**src/rtl/mmio_pkg.sv**
```systemverilog
// Shared definitions for the memory-mapped I/O block: region tag, register
// offsets and the TX handshake state encoding.
package mmio_pkg;

  localparam logic [3:0] MMIO_REGION    = 4'h8;

  localparam logic [7:0] MMIO_STATUS    = 8'h00;
  localparam logic [7:0] MMIO_RX_DATA   = 8'h04;
  localparam logic [7:0] MMIO_TX_DATA   = 8'h08;
  localparam logic [7:0] MMIO_CYCLE_CNT = 8'h10;
  localparam logic [7:0] MMIO_INST_CNT  = 8'h14;
  localparam logic [7:0] MMIO_CNT_RST   = 8'h18;

  typedef enum logic {
    TX_IDLE = 1'b0,
    TX_PEND = 1'b1
  } tx_state_e;

endpackage

```
**src/rtl/io_rx_fifo.sv**
```systemverilog
// Synchronous FIFO buffering bytes received from the uart. Pointers wrap
// naturally (power-of-two depth); a one-bit-wider count separates full from empty.
module io_rx_fifo #(
  parameter int DEPTH = 8,
  parameter int WIDTH = 8,
  parameter int PTR_W = $clog2(DEPTH)
) (
  input  logic             clk,
  input  logic             rst,
  input  logic             push,
  input  logic [WIDTH-1:0] push_data,
  input  logic             pop,
  output logic [WIDTH-1:0] pop_data,
  output logic             full,
  output logic             empty
);

  localparam int CNT_W = PTR_W + 1;

  logic [WIDTH-1:0] mem_q [DEPTH];
  logic [PTR_W-1:0] wr_ptr_q, wr_ptr_d;
  logic [PTR_W-1:0] rd_ptr_q, rd_ptr_d;
  logic [CNT_W-1:0] count_q, count_d;
  logic             push_ok;
  logic             pop_ok;

  assign full     = (count_q == CNT_W'(DEPTH));
  assign empty    = (count_q == '0);
  assign push_ok  = push && !full;
  assign pop_ok   = pop && !empty;
  assign pop_data = mem_q[rd_ptr_q];

  // NOTE: every variable gets its hold value first so no path can infer a latch.
  always_comb begin
    wr_ptr_d = wr_ptr_q;
    rd_ptr_d = rd_ptr_q;
    count_d  = count_q;
    if (push_ok) wr_ptr_d = wr_ptr_q + PTR_W'(1);
    if (pop_ok)  rd_ptr_d = rd_ptr_q + PTR_W'(1);
    case ({push_ok, pop_ok})
      2'b10:   count_d = count_q + CNT_W'(1);
      2'b01:   count_d = count_q - CNT_W'(1);
      default: count_d = count_q;
    endcase
  end

  // NOTE: non-blocking assignments for all state so every flop samples pre-edge values.
  always_ff @(posedge clk) begin
    if (rst) begin
      wr_ptr_q <= '0;
      rd_ptr_q <= '0;
      count_q  <= '0;
    end else begin
      wr_ptr_q <= wr_ptr_d;
      rd_ptr_q <= rd_ptr_d;
      count_q  <= count_d;
    end
  end

  // NOTE: storage is not reset; the count alone decides which entries are valid.
  always_ff @(posedge clk) begin
    if (push_ok) mem_q[wr_ptr_q] <= push_data;
  end

endmodule

```
**src/rtl/mmio_uart_ctrl.sv**
```systemverilog
// CPU-facing I/O register block: uart TX handshake, buffered RX, and the
// cycle/instruction benchmark counters, with registered load data.
module mmio_uart_ctrl
  import mmio_pkg::*;
#(
  parameter int RX_FIFO_DEPTH = 8
) (
  input  logic        clk,
  input  logic        rst,
  input  logic        io_en,
  input  logic        io_we,
  input  logic [7:0]  io_addr,
  input  logic [31:0] io_wdata,
  input  logic        inst_retired,
  output logic [31:0] io_rdata,
  output logic [7:0]  uart_tx_data,
  output logic        uart_tx_valid,
  input  logic        uart_tx_ready,
  input  logic [7:0]  uart_rx_data,
  input  logic        uart_rx_valid,
  output logic        uart_rx_ready
);

  localparam int PTR_W = $clog2(RX_FIFO_DEPTH);

  tx_state_e   tx_state_q, tx_state_d;
  logic [7:0]  tx_data_q, tx_data_d;
  logic [31:0] rdata_q, rdata_d;
  logic [31:0] cycle_cnt_q, cycle_cnt_d;
  logic [31:0] inst_cnt_q, inst_cnt_d;

  logic        io_load, io_store, cnt_rst;
  logic        rx_pop, rx_full, rx_empty;
  logic [7:0]  rx_head;
  logic        tx_free, rx_avail;
  logic        unused_wdata;

  assign io_load      = io_en && !io_we;
  assign io_store     = io_en && io_we;
  assign cnt_rst      = io_store && (io_addr == MMIO_CNT_RST);
  assign rx_pop       = io_load && (io_addr == MMIO_RX_DATA);
  assign tx_free      = (tx_state_q == TX_IDLE);
  assign rx_avail     = !rx_empty;
  assign unused_wdata = ^io_wdata[31:8];

  io_rx_fifo #(
    .DEPTH (RX_FIFO_DEPTH),
    .WIDTH (8),
    .PTR_W (PTR_W)
  ) u_rx_fifo (
    .clk       (clk),
    .rst       (rst),
    .push      (uart_rx_valid),
    .push_data (uart_rx_data),
    .pop       (rx_pop),
    .pop_data  (rx_head),
    .full      (rx_full),
    .empty     (rx_empty)
  );

  // Stores to TX data while a byte is pending are dropped so the byte stays stable.
  always_comb begin
    tx_state_d = tx_state_q;
    tx_data_d  = tx_data_q;
    case (tx_state_q)
      TX_IDLE: if (io_store && io_addr == MMIO_TX_DATA) begin
        tx_state_d = TX_PEND;
        tx_data_d  = io_wdata[7:0];
      end
      TX_PEND: if (uart_tx_ready) tx_state_d = TX_IDLE;
      default: tx_state_d = TX_IDLE;
    endcase
  end

  always_comb begin
    cycle_cnt_d = cnt_rst ? 32'd0 : cycle_cnt_q + 32'd1;
    inst_cnt_d  = cnt_rst ? 32'd0 : inst_cnt_q + {31'd0, inst_retired};
  end

  // Load data reflects pre-edge state and holds between loads.
  always_comb begin
    rdata_d = rdata_q;
    if (io_load) begin
      case (io_addr)
        MMIO_STATUS:    rdata_d = {30'd0, rx_avail, tx_free};
        MMIO_RX_DATA:   rdata_d = rx_empty ? 32'd0 : {24'd0, rx_head};
        MMIO_CYCLE_CNT: rdata_d = cycle_cnt_q;
        MMIO_INST_CNT:  rdata_d = inst_cnt_q;
        default:        rdata_d = 32'd0;
      endcase
    end
  end

  always_ff @(posedge clk) begin
    if (rst) begin
      tx_state_q  <= TX_IDLE;
      tx_data_q   <= '0;
      rdata_q     <= '0;
      cycle_cnt_q <= '0;
      inst_cnt_q  <= '0;
    end else begin
      tx_state_q  <= tx_state_d;
      tx_data_q   <= tx_data_d;
      rdata_q     <= rdata_d;
      cycle_cnt_q <= cycle_cnt_d;
      inst_cnt_q  <= inst_cnt_d;
    end
  end

  assign io_rdata      = rdata_q;
  assign uart_tx_data  = tx_data_q;
  assign uart_tx_valid = (tx_state_q == TX_PEND);
  assign uart_rx_ready = !rx_full;

endmodule

```
**config.mk**
```make
export PLATFORM = sky130hd
export DESIGN_NAME = mmio_uart_ctrl
export DESIGN_NICKNAME = d
export VERILOG_FILES = /design/src/rtl/mmio_pkg.sv /design/src/rtl/io_rx_fifo.sv /design/src/rtl/mmio_uart_ctrl.sv
export SDC_FILE = /design/constraint.sdc
export NUM_CORES = 1
export LEC_CHECK = 0
export CAP_MARGIN = 20
export CORE_MARGIN = 5
export CORE_UTILIZATION = 60
export DETAILED_ROUTE_END_ITERATION = 8
export PLACE_DENSITY = 0.85
export RECOVER_POWER = 25
export SLEW_MARGIN = 15
export SYNTH_ARGS = -nofsm -noshare
export SYNTH_HDL_FRONTEND = slang
export SYNTH_SLANG_ARGS = --single-unit
```
**constraint.sdc**
```tcl
create_clock -name clk -period 8.04 [get_ports clk]
set_input_delay 2.01 -clock clk [delete_from_list [all_inputs] [get_ports clk]]
set_output_delay 2.01 -clock clk [all_outputs]
set_load 0.01 [all_outputs]
```
==> results of run 1 <==
cell usage in the layout (no fill, tap or decap), drive strengths merged, types with 2 or more instances in the layout:
cell	n
nor2	121
dfxtp	118
edfxtp	64
clkdlybuf4s50	61
xor2	51
nand3	35
mux2	31
a22oi	24
nand2	24
clkbuf	19
a21oi	18
mux2i	18
nand4	18
nor3	17
mux4	16
xnor2	13
and3	13
o21ai	11
and4	10
dlygate4sd3	9
ha	8
inv	7
clkinvlp	7
buf	7
nand2b	6
or3	5
and2	5
nor4	5
clkinv	3
nand4b	2
nand3b	2
bufinv	2
or2	2
metrics by stage:
step	hold WS [ps]	power, mW
floorplan	446	1.04
global placement	466	1.07
detailed placement	482	1.08
CTS	496	1.86
global route	524	1.91
finish	491	1.85
registers in the layout, summed over array words and instances (netlist names), named ones only:
register / flops
io_rdata: 32
uart_tx_data: 8
inst_cnt_q: 32
u_rx_fifo.count_q: 4
cycle_cnt_q: 32
u_rx_fifo.mem_q: 64
u_rx_fifo.wr_ptr_q: 3
uart_tx_valid: 1
u_rx_fifo.rd_ptr_q: 3
critical path: stages:
cell and delay, ps:
clkdlybuf4s50_1 460, or3_1 480, nor4_4 370, and3_1 290, ha_1 270, xor2_1 180
ha_1 160, a21oi_1 50, xor2_1 160, or3_1 320, a21oi_1 170
metal layers:
metal	vias to the layer above	part of all wire	track usage
met5	-	0	0
met4	0	0.032	0.110
met3	46	0.044	0.0459
met2	157	0.53	0.424
met1	2709	0.39	0.282
li1	2585	-	-
final timing paths:
kind,start,endpoint,cells after the start
worst min register to register,cycle_cnt_q[31]$_SDFF_PP0_,cycle_cnt_q[31]$_SDFF_PP0_,2
worst min-delay path,cycle_cnt_q[31]$_SDFF_PP0_,cycle_cnt_q[31]$_SDFF_PP0_,2
worst max register to register,u_rx_fifo.count_q[0]$_SDFFE_PP0P_,u_rx_fifo.count_q[2]$_SDFFE_PP0P_,10
worst max-delay path,io_addr[3],u_rx_fifo.count_q[2]$_SDFFE_PP0P_,11
kinds of logic (layout without fill, tap and decap cells):
group / count (synthesis) / in the layout
compound gates: 57 / 57
fa+ha+maj: 8 / 8
buf+inv: 44 / 115
xor+xnor: 64 / 64
mux: 65 / 65
simple gates: 268 / 268
flops: 182 / 182
report_power, final:
group	internal, mW	switching (mW)
Clock	0.451	0.343
Sequential	0.965	0.00946
Combinational	0.0367	0.0468
final cells by class:
class | instances | area, µm² | area share
Sequential cell | 182 | 4280 | 0.468
Multi-Input combinational cell | 462 | 3300 | 0.361
Timing Repair Buffer | 79 | 771 | 0.0842
Clock buffer | 17 | 425 | 0.0465
Tap cell | 172 | 215 | 0.0235
Clock inverter | 13 | 134 | 0.0146
Inverter | 6 | 22.5 | 0.00246
==> summary.md, run 1 <==
| Metric | Value |
|---|---|
| Status | `finished with violations` |
| Failing checks | `max-capacitance violations, max-slew violations` |
| Finished Layout Cells | `931` |
| Row count | `41` |
| Post-route clock period utilization | `0.572` |
| Share of cells above drive strength 1 | `0.134` |
| Required time worst endpoint | `8360 ps` |
| I/O Pins | `97` |
| Cells after Synth | `688` |
| Peak supply drop | `about 0.19 mV` |
| Yosys Warn Count | `0` |
| Syn nets | `751` |
| Initial Util | `0.615` |
| First-pass GRT wire length | `28.3 mm` |
| Simple-gate share of the synthesized area | `0.179` |
| Clock root buffer | `clkbuf_16` |
| Top-count cell post-synth | `nor2_1` |
| CORE AREA | `12700 µm²` |
| RSZ-0062 raised after global routing | `no` |
| Port bufs | `72` |
| CTS tree | `done` |
| Number of flops mapped to enable cells by yosys | `64` |
| Clk Latency, worst-skew pair | `430 ps` |
| Asr flop ratio synth | `0` |
| Clock tree buffer depth | `2` |
| Rel. slew slack | `-0.668` |
| Fmax | `~220 MHz` |
| Gates resized, CTS repair | `0` |
| Post-place setup slack | `2860 ps` |
| PD cells | `202 nW/µm²` |
| XOR/XNOR Fraction of Synth Area | `0.0719` |
| HPWL after DPL | `11.5 mm` |
| GR Util All Layers | `0.240` |
| Die Y | `124 µm` |
| Average cell area after synthesis | `11.3 µm²` |
| Routed Antenna Nets | `0` |
| Final setup violation count | `0` |
| Post-synthesis sequential area ratio | `0.550` |
| Placed inst area | `8580 µm²` |
| Hold-fix buffers at CTS | `0` |
| Fin crit period | `about 4600 ps` |
| Post-synthesis adder-cell area fraction | `0.0128` |
| Die ar. | `15400 µm²` |
| Routed via count | `5497` |
| # diodes | `0` |
| Worst hold path type | `reg2reg` |
| Crit path kind | `in2reg` |
| TritonCTS buffer count | `17` |
| Clk sinks | `between 150 and 200` |
| Synth area leaders | `dfxtp_1 (30%), edfxtp_1 (25%), nor2_1 (5.8%), xor2_1 (5.7%), mux4_2 (4.6%)` |
| Complex-gate fraction of the synthesized area | `0.0459` |
| Fin. max-slew vios | `54` |
| Hold Fails Final Rpt | `0` |
| Worst-Margin Slew | `2500 ps` |
| Worst EP arrival | `4910 ps` |
| Fin area | `9160 µm²` |
| Final WL | `17.3 mm` |
| Vias per cell | `5.90` |
| Synthesized flop and latch total | `182` |
| Commonest cells in the netlist | `nor2_1 (121), dfxtp_1 (118), edfxtp_1 (64)` |
| Htree depth | `4` |
| Netlist cell types | `46` |
| Nets@finish | `811` |
| Critical Path Start Type | `primary input` |
| Mux cell area share after synthesis | `0.114` |
| Vias in the first global route | `5592` |
| Iteration-0 DRC count of the detailed router | `598` |
| Max Fanout on Critical Path | `5` |
| Area Overhead vs Synth | `17.5%` |
| Final Skew | `10.8 ps` |
| Final worst setup slack | `3440 ps` |
| FILL cells | `857` |
| Pre-Repair DR Iteration Count | `5` |
| CP Capture Type | `flip-flop` |
| Max_cap viols | `1` |
| Dominant cell type by area after synthesis | `dfxtp_1` |
| Top-area cell type share of the netlist area | `0.303` |
| Clock slew at reported path FFs | `60 ps` |
| Static Leak | `3.29 nW` |
| Reg2reg setup slack | `5280 ps` |
| Core Util, Final | `0.723` |
| Die span in x | `around 120 µm` |
| Main synth FF type | `dfxtp_1` |
| Placed cells | `900` |
| Routability cong. | `between 0.8 and 0.9` |
| Post-CTS setup buffers | `0` |
| DRC Markers | `0` |
| Initial antenna violation count | `0` |
| Fin Setup TNS | `0 ps` |
| WL/cell | `18.5 µm` |
| Total gr overflow | `0` |
| Largest net degree at the start of global routing | `65` |
| Largest family of logic cells by synthesized area | `simple AND/OR/NAND/NOR gates` |
| Post-synthesis cell area | `7790 µm²` |
No activity file was read; power rests on OpenSTA's default activity.
==> inputs of run 2 (changes only) <==
CORE_UTILIZATION = 55   (was 60)
PLACE_DENSITY = 0.79   (was 0.85)
clock period = 4.3 ns   (was 8.04 ns; I/O delays follow)
==> run 2 against run 1 <==
Against the previous run:
- the run now ends clean
- via count fell by 2.5%
- clock-buffer cell count rose by 1
- design area up 0.40%
- die area is 8.3% higher
- clock skew grew 4.8 ps
- wire length is 4.3% lower
- non-clock buffer count rose by 3
- register-to-register slack got worse by 3800 ps
- sequential share of layout area shrank 0.18 points
- hold slack better by 3.6 ps
- critical endpoint unchanged
- largest power group unchanged
- highest routed layer unchanged
==> summary.md, run 2 (synthesized netlist as in run 1, its figures left out) <==
| Metric | Value |
|---|---|
| Status | `completed` |
| Area taken by multi-input logic gates | `3300 µm²` |
| Nets@finish | `814` |
| Fin crit period | `around 3600 ps` |
| RSZ-0062 raised after global routing | `no` |
| Crit path kind | `in2reg` |
| Final worst setup slack | `724 ps` |
| RR Startpoint | `u_rx_fifo.count_q[0]$_SDFFE_PP0P_` |
| Die ar. | `16600 µm²` |
| FF-to-FF End | `u_rx_fifo.count_q[2]$_SDFFE_PP0P_` |
| Worst EP arrival | `3930 ps` |
| CP Capture Type | `flip-flop` |
| Placed inst area | `8610 µm²` |
| I/O Pins | `97` |
| Worst-Margin Slew | `955 ps` |
| Routed via count | `5362` |
| CTS tree | `done` |
| WL/cell | `17.5 µm` |
| Total gr overflow | `0` |
| Area Overhead vs Synth | `18.0%` |
| Pre-Repair DR Iteration Count | `5` |
| Max FFs per register | `64` |
| Rel. slew slack | `0.363` |
| First-pass GRT wire length | `27.4 mm` |
| Finished Layout Cells | `943` |
| Fin Setup TNS | `0 ps` |
| Initial antenna violation count | `0` |
| Worst hold slack | `495 ps` |
| Commonest non-fill, non-tap cell in the layout | `nor2_1` |
| Placed cells | `911` |
| Peak supply drop | `0.402 mV` |
| CORE AREA | `13900 µm²` |
| Vias in the first global route | `5550` |
| Routed Antenna Nets | `0` |
| TritonCTS buffer count | `17` |
| Initial Util | `0.561` |
| Most frequent cells in the layout | `nor2_1 (121), dfxtp_1 (118), edfxtp_1 (64), clkdlybuf4s50_1 (61), xor2_1 (51)` |
| Share of cells above drive strength 1 | `0.139` |
| Final Skew | `15.6 ps` |
| Post-route clock period utilization | `0.832` |
| Vias per cell | `between 5 and 6` |
| Clk Latency, worst-skew pair | `430 ps` |
| Port bufs | `72` |
| Static Leak | `3.32 nW` |
| Routability cong. | `0.807` |
| DRC Markers | `0` |
| Final setup violation count | `0` |
| Max_cap viols | `0` |
| End of the critical path | `u_rx_fifo.count_q[2]$_SDFFE_PP0P_` |
| Clock tree buffer depth | `2` |
| Clock slew at reported path FFs | `~70 ps` |
| Iteration-0 DRC count of the detailed router | `456` |
| Fin area | `9190 µm²` |
| Die Y | `approximately 130 µm` |
| Hold Fails Final Rpt | `0` |
| Top reg by flops | `u_rx_fifo.mem_q` |
| Largest net degree at the start of global routing | `53` |
| Worst setup startpoint | `io_addr[3]` |
| Total power | `3.47 mW` |
| HPWL after DPL | `11.4 mm` |
| Clock root buffer | `clkbuf_16` |
| Fmax | `~280 MHz` |
| Core Util, Final | `0.662` |
| Hold-fix buffers at CTS | `0` |
| PD cells | `377 nW/µm²` |
| Final WL | `approximately 17 mm` |
| Htree depth | `4` |
| # diodes | `0` |
| R2r worst-path depth | `10` |
| Gates resized, CTS repair | `0` |
| Critical Path Start Type | `primary input` |
| Max Fanout on Critical Path | `5` |
| Required time worst endpoint | `4660 ps` |
| Storage element area | `4280 µm²` |
| FILL cells | `1041` |
| Clk sinks | `182` |
| Reg2reg setup slack | `about 1500 ps` |
| Worst hold path type | `reg2reg` |
| Post-place setup slack | `approximately 320 ps` |
| GR Util All Layers | `0.209` |
| Row count | `43` |
| Die span in x | `129 µm` |
| Fin. max-slew vios | `0` |
| Post-CTS setup buffers | `0` |
-- run 2: layer usage --
metal	part of all wire	vias to the layer above	routed length, µm	track usage
li1	-	2583	-	-
met1	0.41	2596	6830	0.253
met2	0.52	153	8600	0.362
met3	0.046	30	757	0.0515
met4	0.020	0	333	0.0778
met5	0	-	0	0
-- run 2: report_power, final --
part	leakage (nW)	internal, mW	switching (mW)	total, mW
clock	0.277	0.813	0.676	1.49
sequential	1.53	1.80	0.0169	1.82
combinational	1.51	0.0682	0.0869	0.155
-- run 2: how the worst min path moves through the flow --
stage | cells after the start | end | slack [ps] | startpoint
after global routing | 2 | cycle_cnt_q[12]$_SDFF_PP0_ | 530 | cycle_cnt_q[12]$_SDFF_PP0_
after detailed placement | 2 | uart_tx_data[5]$_SDFFE_PP0P_ | 490 | uart_tx_data[5]$_SDFFE_PP0P_
after floorplan | 1 | cycle_cnt_q[0]$_SDFF_PP0_ | 450 | cycle_cnt_q[0]$_SDFF_PP0_
final | 2 | uart_tx_data[5]$_SDFFE_PP0P_ | 490 | uart_tx_data[5]$_SDFFE_PP0P_
after CTS | 2 | u_rx_fifo.wr_ptr_q[0]$_SDFFE_PP0P_ | 500 | u_rx_fifo.wr_ptr_q[0]$_SDFFE_PP0P_
after global placement | 1 | cycle_cnt_q[0]$_SDFF_PP0_ | 470 | cycle_cnt_q[0]$_SDFF_PP0_
-- run 2: cell type report --
cell class / count / share of cell area
Clock buffer: 18 / 0.0467
Inverter: 6 / 0.00245
Multi-Input combinational cell: 462 / 0.359
Tap cell: 180 / 0.0245
Sequential cell: 182 / 0.466
Clock inverter: 13 / 0.0152
Timing Repair Buffer: 82 / 0.0859
-- run 2: critical path, cell delays in order --
cell	delay, ps
clkdlybuf4s50_1	440
or3_1	480
nor4_4	370
and3_1	300
ha_1	280
xor2_1	170
ha_1	150
a21oi_1	40
xor2_1	160
or3_1	310
a21oi_1	140
